[src/rtl/breakout_pkg.sv]
// Shared timing defaults and channel-mode encoding for the game timer.
package breakout_pkg;

    localparam int unsigned DEF_PERIOD_RST  = 250_000;
    localparam int unsigned DEF_PERIOD_MIN  = 50_000;
    localparam int unsigned DEF_PERIOD_STEP = 10_000;

    typedef enum logic {
        MODE_PERIODIC = 1'b0,
        MODE_ONESHOT  = 1'b1
    } chan_mode_t;

endpackage

[src/rtl/game_timer_chan.sv]
// One timer channel: counter, period register, mode and running flag.
module game_timer_chan
    import breakout_pkg::*;
#(
    parameter int unsigned   CW          = 31,
    parameter logic [CW-1:0] PERIOD_RST  = CW'(DEF_PERIOD_RST),
    parameter logic [CW-1:0] PERIOD_MIN  = CW'(DEF_PERIOD_MIN),
    parameter logic [CW-1:0] PERIOD_STEP = CW'(DEF_PERIOD_STEP)
) (
    input  logic          clock,
    input  logic          reset,
    input  logic          start,
    input  logic          stop,
    input  logic          oneshot,
    input  logic          speedup,
    input  logic          load,
    input  logic [CW-1:0] load_period,
    output logic          pulse,
    output logic          running,
    output logic [CW-1:0] period
);

    logic [CW-1:0] count;
    logic [CW-1:0] count_nxt;
    logic [CW-1:0] period_nxt;
    logic [CW-1:0] period_sped;
    logic          running_nxt;
    logic          wrap;
    chan_mode_t    mode;
    chan_mode_t    mode_nxt;

    // Tick is combinational from the counter so it lands in the wrap cycle.
    assign wrap  = running && (count == period);
    assign pulse = wrap;

    // Reduced period, floored at the minimum and safe against underflow.
    always_comb begin
        period_sped = PERIOD_MIN;
        if ((period >= PERIOD_STEP) && ((period - PERIOD_STEP) > PERIOD_MIN))
            period_sped = period - PERIOD_STEP;
    end

    // Next-state: count/wrap, then stop > start, speedup clamp, load last.
    always_comb begin
        count_nxt   = count;
        period_nxt  = period;
        running_nxt = running;
        mode_nxt    = mode;

        if (running) begin
            count_nxt = wrap ? '0 : count + CW'(1);
            if (wrap && (mode == MODE_ONESHOT))
                running_nxt = 1'b0;
        end

        if (stop) begin
            running_nxt = 1'b0;
            count_nxt   = count;
        end else if (start) begin
            running_nxt = 1'b1;
            count_nxt   = '0;
            mode_nxt    = oneshot ? MODE_ONESHOT : MODE_PERIODIC;
        end

        // A counter already past the shortened period restarts silently.
        if (speedup) begin
            period_nxt = period_sped;
            if (period_sped < count_nxt)
                count_nxt = '0;
        end

        if (load) begin
            period_nxt = load_period;
            count_nxt  = '0;
        end
    end

    // Channel state register with synchronous reset.
    always_ff @(posedge clock) begin
        if (reset) begin
            count   <= '0;
            period  <= PERIOD_RST;
            running <= 1'b0;
            mode    <= MODE_PERIODIC;
        end else begin
            count   <= count_nxt;
            period  <= period_nxt;
            running <= running_nxt;
            mode    <= mode_nxt;
        end
    end

endmodule

[src/rtl/game_timer.sv]
// Multi-channel game timer: load decode and output packing around NCH channels.
module game_timer
    import breakout_pkg::*;
#(
    parameter int unsigned   NCH         = 4,
    parameter int unsigned   CW          = 31,
    parameter logic [CW-1:0] PERIOD_RST  = CW'(DEF_PERIOD_RST),
    parameter logic [CW-1:0] PERIOD_MIN  = CW'(DEF_PERIOD_MIN),
    parameter logic [CW-1:0] PERIOD_STEP = CW'(DEF_PERIOD_STEP),
    localparam int unsigned  LW          = (NCH > 1) ? $clog2(NCH) : 1
) (
    input  logic              clock,
    input  logic              reset,
    input  logic [NCH-1:0]    start,
    input  logic [NCH-1:0]    stop,
    input  logic [NCH-1:0]    oneshot,
    input  logic [NCH-1:0]    speedup,
    input  logic              load_valid,
    input  logic [LW-1:0]     load_ch,
    input  logic [CW-1:0]     load_period,
    output logic [NCH-1:0]    pulse,
    output logic [NCH-1:0]    running,
    output logic [NCH*CW-1:0] period
);

    // Per-channel instances; an out-of-range load_ch matches no channel.
    for (genvar i = 0; i < NCH; i++) begin : g_chan
        logic load_hit;

        assign load_hit = load_valid && (load_ch == LW'(i));

        game_timer_chan #(
            .CW          (CW),
            .PERIOD_RST  (PERIOD_RST),
            .PERIOD_MIN  (PERIOD_MIN),
            .PERIOD_STEP (PERIOD_STEP)
        ) u_chan (
            .clock       (clock),
            .reset       (reset),
            .start       (start[i]),
            .stop        (stop[i]),
            .oneshot     (oneshot[i]),
            .speedup     (speedup[i]),
            .load        (load_hit),
            .load_period (load_period),
            .pulse       (pulse[i]),
            .running     (running[i]),
            .period      (period[i*CW +: CW])
        );
    end

endmodule
[config.mk]
export PLATFORM = sky130hd
export DESIGN_NAME = game_timer
export DESIGN_NICKNAME = d
export VERILOG_FILES = /design/src/rtl/breakout_pkg.sv /design/src/rtl/game_timer_chan.sv /design/src/rtl/game_timer.sv
export SDC_FILE = /design/constraint.sdc
export NUM_CORES = 1
export LEC_CHECK = 0
export ABC_AREA = 1
export CAP_MARGIN = 15
export CORE_ASPECT_RATIO = 0.9
export CORE_MARGIN = 4
export CORE_UTILIZATION = 55
export CTS_CLUSTER_SIZE = 16
export DETAILED_ROUTE_END_ITERATION = 10
export HOLD_SLACK_MARGIN = 0.12
export PLACE_DENSITY = 0.83
export SLEW_MARGIN = 20
export SYNTH_ARGS = -nofsm -noshare
export SYNTH_HDL_FRONTEND = slang
export SYNTH_SLANG_ARGS = --single-unit
[constraint.sdc]
create_clock -name clock -period 3.76 [get_ports clock]
set_input_delay 0.752 -clock clock [delete_from_list [all_inputs] [get_ports clock]]
set_output_delay 0.752 -clock clock [all_outputs]
set_load 0.05 [all_outputs]
After elaboration in Yosys (flattened, before gate mapping)
Index checks and enable logic that the tools add are counted.
Storage, ports and cells
  flip-flop bits (word level): 256
  bits of input ports: 52
  output and inout bits: 132
Cells by class
  add/subtract/negate cells: 8
  magnitude comparators: 12
  eq/ne operators: 7
  multiplexer cells: 52
  bitwise operators: 4
  reductions and logical operators: 33
Operator list (number)
  two-way mux 31 bit: 36
  adder 31 x 1 -> 31 bit, second input constant: 4
  == test 31 bit: 4
  greater-or-equal comparator 31 x 14 -> 1 bit, second input constant: 4
  > comparator 31 x 16 -> 1 bit, second input constant: 4
  less-than comparator 31 bit: 4
  subtractor 31 x 14 -> 31 bit, second input constant: 4
  logical AND 1 bit: 16
  two-way mux 1 bit: 16
  OR reduction 2 bit: 8
  AND reduction 2 bit: 4
  nonzero test 2 bit: 4
  == test 2 bit, second input constant: 2
  NOT 1 bit: 4
  == test 2 x 1 -> 1 bit, second input constant: 1
  logical NOT 2 bit: 1

Longest topological paths before layout
  depth in word-level cells: 9
  mapped depth: 31
  gate-level depth less buffers: 28

By module
Synthesis repeated with hierarchy kept, for this count alone.
Unflattened totals
  cells, all modules: 3740
  area total of the unflattened synthesis: 23112.2 µm²
By module, submodules not included
  game_timer_chan: instances 4, cells each 933, area each 5770.5 µm², sequential area each 1281.2 µm²
  game_timer: instances 1, cells each 8, area each 30.0 µm², sequential area each 0.0 µm²

Worst setup path after synthesis
No wires, ideal clock.
  path kind: flip-flop to flip-flop
  start: register g_chan[1].u_chan.period[4]
  end: register g_chan[1].u_chan.count[0]
  arrival: 4.197 ns
  required time: 3.623 ns
  path slack: -0.574 ns
  stages on the path, launching flop included: 26
  buffers on the path: 2
  path through: dfxtp_1 inv_1 ha_1 nand2_2 nand2_1 nand2_1 nand2_2 nand2_2 nor2_4 xor2_1 nand2_1 nor2_1 nand3_2 nand2_1 buf_2 nor2_1 ha_1 a21oi_1 nor2_1 a211oi_1 o221ai_1 nand2_1 o2111ai_1 a31oi_1 clkbuf_1 a21oi_2
Between the ends
  cells in the longest elaborated chain, start to end: 9
  elaborated cells between the ends (all ways): 14
  classes of those cells: 1 x add/sub; 3 x order compare; 1 x eq/ne; 7 x mux; 2 x reduce/logical
Ends and longest elaborated chain
  from (decl): line game_timer_chan.sv:20  | output logic [CW-1:0] period
  from (signal assigned): line game_timer_chan.sv:87  | period <= period_nxt;
  branches (longest 8 deep; another with subtractor 31 x 14 -> 31 bit)
  two-way mux 31 bit (*): line game_timer_chan.sv:66  | if (speedup) begin
  to (signal assigned): line game_timer_chan.sv:86  | count <= count_nxt;
  to (decl): line game_timer_chan.sv:23  | logic [CW-1:0] count;
Mark *: on every way between the ends.
A chain may end at the register's enable or synchronous reset.

Final worst setup path
  start: register g_chan[3].u_chan.count[1]
  end: register g_chan[3].u_chan.count[6]
Between the ends
  cells in the longest elaborated chain, start to end: 9
  elaborated cells between the ends (all ways): 10
  classes of those cells: 1 x add/sub; 1 x order compare; 1 x eq/ne; 6 x mux; 1 x reduce/logical
Ends and longest elaborated chain
  from (decl): line game_timer_chan.sv:23
  from (signal assigned): line game_timer_chan.sv:86
  branches (longest 5 deep; another with adder 31 x 1 -> 31 bit)
  two-way mux 31 bit (*): line game_timer_chan.sv:56  | if (stop) begin
  less-than comparator 31 bit: line game_timer_chan.sv:68  | if (period_sped < count_nxt)
  two-way mux 31 bit: line game_timer_chan.sv:68
  two-way mux 31 bit (*): line game_timer_chan.sv:66
Marked as above.

==> key figures <==
Worst setup path
  • Crit Path Category: flop to flop
  • Crit Path Max Fanout: 16
  • Critical Path RT: 4200 ps
  • Critical R2R Capture: g_chan[3].u_chan.count[6]
  • Critical Path Most Common Cell: nand2_1
  • R2R Setup Slk: -140 ps
  • Setup crit start kind: flop
  • Crit Reg-Reg Startpoint: g_chan[3].u_chan.count[1]
  • Cells on worst reg2reg path: 25
  • Crit path largest cell delay: 350 ps
  • CP arrival: 4340 ps
  • CP max-delay cell: dfxtp_2
  • Crit end category: flop

Power
  • Clock network power share: 36.0%
  • Sequential share of power: 31.1%
  • PD cells: 306 nW/µm²
  • P_sw: 0.00350 W
  • Switching Share: 36.8%
  • Lkg Pwr: 12.9 nW
  • Internal power: 0.00602 W
  • Max VDD drop: 0.380 mV
  • Comb pwr share: 32.9%

Drt
  • DR WL met3: 12900 µm
  • Drt total wl: 98100 µm
  • DR vias/cell: 5.99
  • Via count: 29300
  • DR top layer: met5
  • Initial DRC Count: 3928
  • DR WL met2: 41700 µm
  • Post-Route M1 WL: 38600 µm
  • Post-DR wirelength/cell: 20.0 µm
  • Antenna Nets Post-Route: 0
  • DRC Markers: 0
  • Drt pass-1 iters: 7

STA
  • Setup violations, final: 52
  • Fmax: 256 MHz
  • Setup ws final: -144 ps
  • Clock skew: 17.9 ps
  • Final hold slack: 513 ps
  • RSZ-0062 raised after global routing: yes
  • Final hold vios: 0
  • Slew margin rel.: 54.9%
  • Fin crit period: 3900 ps
  • Worst slew pin tran: 670 ps
  • Tcrit/Tclk final: 104%
  • Pins Over Slew Limit: 0

Finish
  • Synthesis-to-finish area growth: 34.1%
  • Layout Utilization: 74.6%
  • Nets: 4509
  • Layout cell share with drive strength beyond 1: 22.0%
  • Final Cell Area: 31100 µm²

Yosys
  • Cell variety after synth: 67
  • Net count after synthesis: 4033
  • Avg Cell Area, Syn: 6.04 µm²
  • Mapped Area: 23200 µm²
  • Yosys reg bits: 256
  • Synth Warn #: 0
  • Share of the synthesized area in the top cell type: 22.1%
  • Commonest cells post-synth: nand2_1 (1163), inv_1 (512), nor2_1 (369)
  • Most area-consuming cells after synthesis: dfxtp_1 (22%), nand2_1 (19%), inv_1 (8.3%)
  • Synth area leader: dfxtp_1
  • Synth Instances: 3845
  • Number of synthesized flops with an enable pin: 0
  • Top-count cell post-synth: nand2_1
  • Share of synthesized flip-flops with an asynchronous set or reset: 0%
  • Main flop type after synthesis: dfxtp_1
  • Register area share after synthesis: 22.1%

CTS
  • Clk slew on worst S/H paths: 60 ps
  • CTS Buf Count: 34
  • Clock Tree Root: clkbuf_16
  • Clock buffer depth: 3
  • Clock network latency to the later pin of the worst-skew pair: 560 ps
  • CTS tree: built
  • Clk sinks: 256
  • # H-tree levels: 2

Placed design
  • DPL Wire Length: 73000 µm
  • DP Area: 27800 µm²
  • Placement Setup Slack: -114 ps
  • Gpl congestion: 1.05
  • IO buf count: 183

Floorplan
  • Rows: 71
  • Area of the core: 41800 µm²
  • Die extent in y: 203 µm
  • Die ar.: 45600 µm²
  • Initial core utilization: 55.6%
  • I/O pins: 184
  • Die extent in x: 225 µm

Hold path
  • Min-Delay Path Class: flop to flop
  • Hold EP: g_chan[3].u_chan.mode
  • Worst Hold Depth: 2
  • Hold Startpoint: g_chan[3].u_chan.mode

Flow run
  • Max-cap viol count: 0

GRT
  • Total GRT Usage: 39.1%
  • First-pass GRT wire length: 143000 µm
  • Largest net degree at the start of global routing: 83
  • Antenna violations before repair: 2
  • Vias in the first global route: 26200
  • Total congestion overflow: 0

Run status
  • Failing checks: negative setup slack
  • Outcome: finished with violations
through the flow:
stage	std cells	power, W	TNS [ps]
floorplan	3845	0.00463	0
global placement	4763	0.00567	-40.2
detailed placement	4763	0.00570	-4980
CTS	4831	0.00915	0
global route	4893	0.00982	-30090
finish	4893	0.00952	-4320
kinds of logic after synthesis:
| logic type | after synthesis | synth area share (%) |
|---|---|---|
| flip-flops | 256 | 22.1 |
| AO/OA/AOI/OAI | 610 | 16.3 |
| buffers and inverters | 666 | 11.6 |
| XOR/XNOR | 106 | 4.00 |
| AND/OR/NAND/NOR | 2071 | 38.7 |
| adder cells (fa/ha/maj) | 136 | 7.33 |
cell type report:
cell class	instances	area [µm²]
inverter	529	2020
sequential	256	5240
clock buffer	51	1040
tap	547	684
timing repair buffer	577	5350
clock inverter	9	103
fill	3440	10600
antenna	1	2.50
multi-input combinational	2923	16700
routing by layer:
| metal | global-route usage, % | up-vias |
|---|---|---|
| li1 | - | 13600 |
| met1 | 53.4 | 13400 |
| met2 | 58.8 | 2015 |
| met3 | 9.69 | 354 |
| met4 | 16.8 | 2 |
| met5 | 0 | - |
worst max-delay path: cells and delay by family, from the launching register on:
family	cells	cell delay, ps
simple gates	11	1470
buf+inv	5	560
fa+ha+maj	2	340
flops	1	350
compound gates	7	1030
worst max path at each step:
stage                                from                    endpoint  cells past startpoint
3_5_place_dp    g_chan[2].u_chan.count[0]  g_chan[2].u_chan.count[23]                     20
6_report        g_chan[3].u_chan.count[1]   g_chan[3].u_chan.count[6]                     25
5_1_grt         g_chan[3].u_chan.count[1]  g_chan[3].u_chan.count[29]                     25
4_1_cts         g_chan[2].u_chan.count[7]  g_chan[2].u_chan.count[14]                     19
2_1_floorplan  g_chan[3].u_chan.period[4]   g_chan[3].u_chan.count[0]                     27
3_3_place_gp                      stop[2]  g_chan[2].u_chan.count[26]                     16
sequential cells by signal, indices dropped and copies added (netlist names):
register and count:
g_chan.u_chan.period 124, g_chan.u_chan.running 4, g_chan.u_chan.mode 4, g_chan.u_chan.count 124
power by group through the flow:
stage	clock network, W	logic, W	registers (W)
2_1_floorplan	0	0.00135	0.00328
3_3_place_gp	0	0.00267	0.00299
3_5_place_dp	0	0.00270	0.00299
4_1_cts	0.00342	0.00279	0.00294
5_1_grt	0.00352	0.00333	0.00297
6_report	0.00342	0.00313	0.00296
layout by cell type, fill, tap and decap left out, types with 17 or more instances in the layout:
| cell type | n |
|---|---|
| a21oi_1 | 121 |
| a21oi_2 | 95 |
| a31oi_1 | 98 |
| buf_12 | 22 |
| buf_4 | 345 |
| clkbuf_16 | 46 |
| clkdlybuf4s50_1 | 179 |
| dfxtp_1 | 184 |
| dfxtp_2 | 61 |
| ha_1 | 121 |
| inv_1 | 484 |
| inv_2 | 31 |
| nand2_1 | 1125 |
| nand2_2 | 54 |
| nand3_1 | 187 |
| nand4_1 | 109 |
| nor2_1 | 307 |
| nor2_2 | 73 |
| nor2_4 | 23 |
| nor3_1 | 60 |
| nor4_1 | 24 |
| o2111ai_1 | 17 |
| o21ai_0 | 130 |
| o21ai_1 | 20 |
| o22ai_1 | 26 |
| xnor2_1 | 23 |
| xor2_1 | 75 |
what timing repair did:
item | CTS | global route
cloned | 2 | 11
resized for setup | 37 | 357
endpoints found under the setup margin | 125 | 126
pin swaps | 6 | 83
hold buffers | 0 | 0
buffers inserted | 6 | 50
Power figures use the tool's default switching activity.
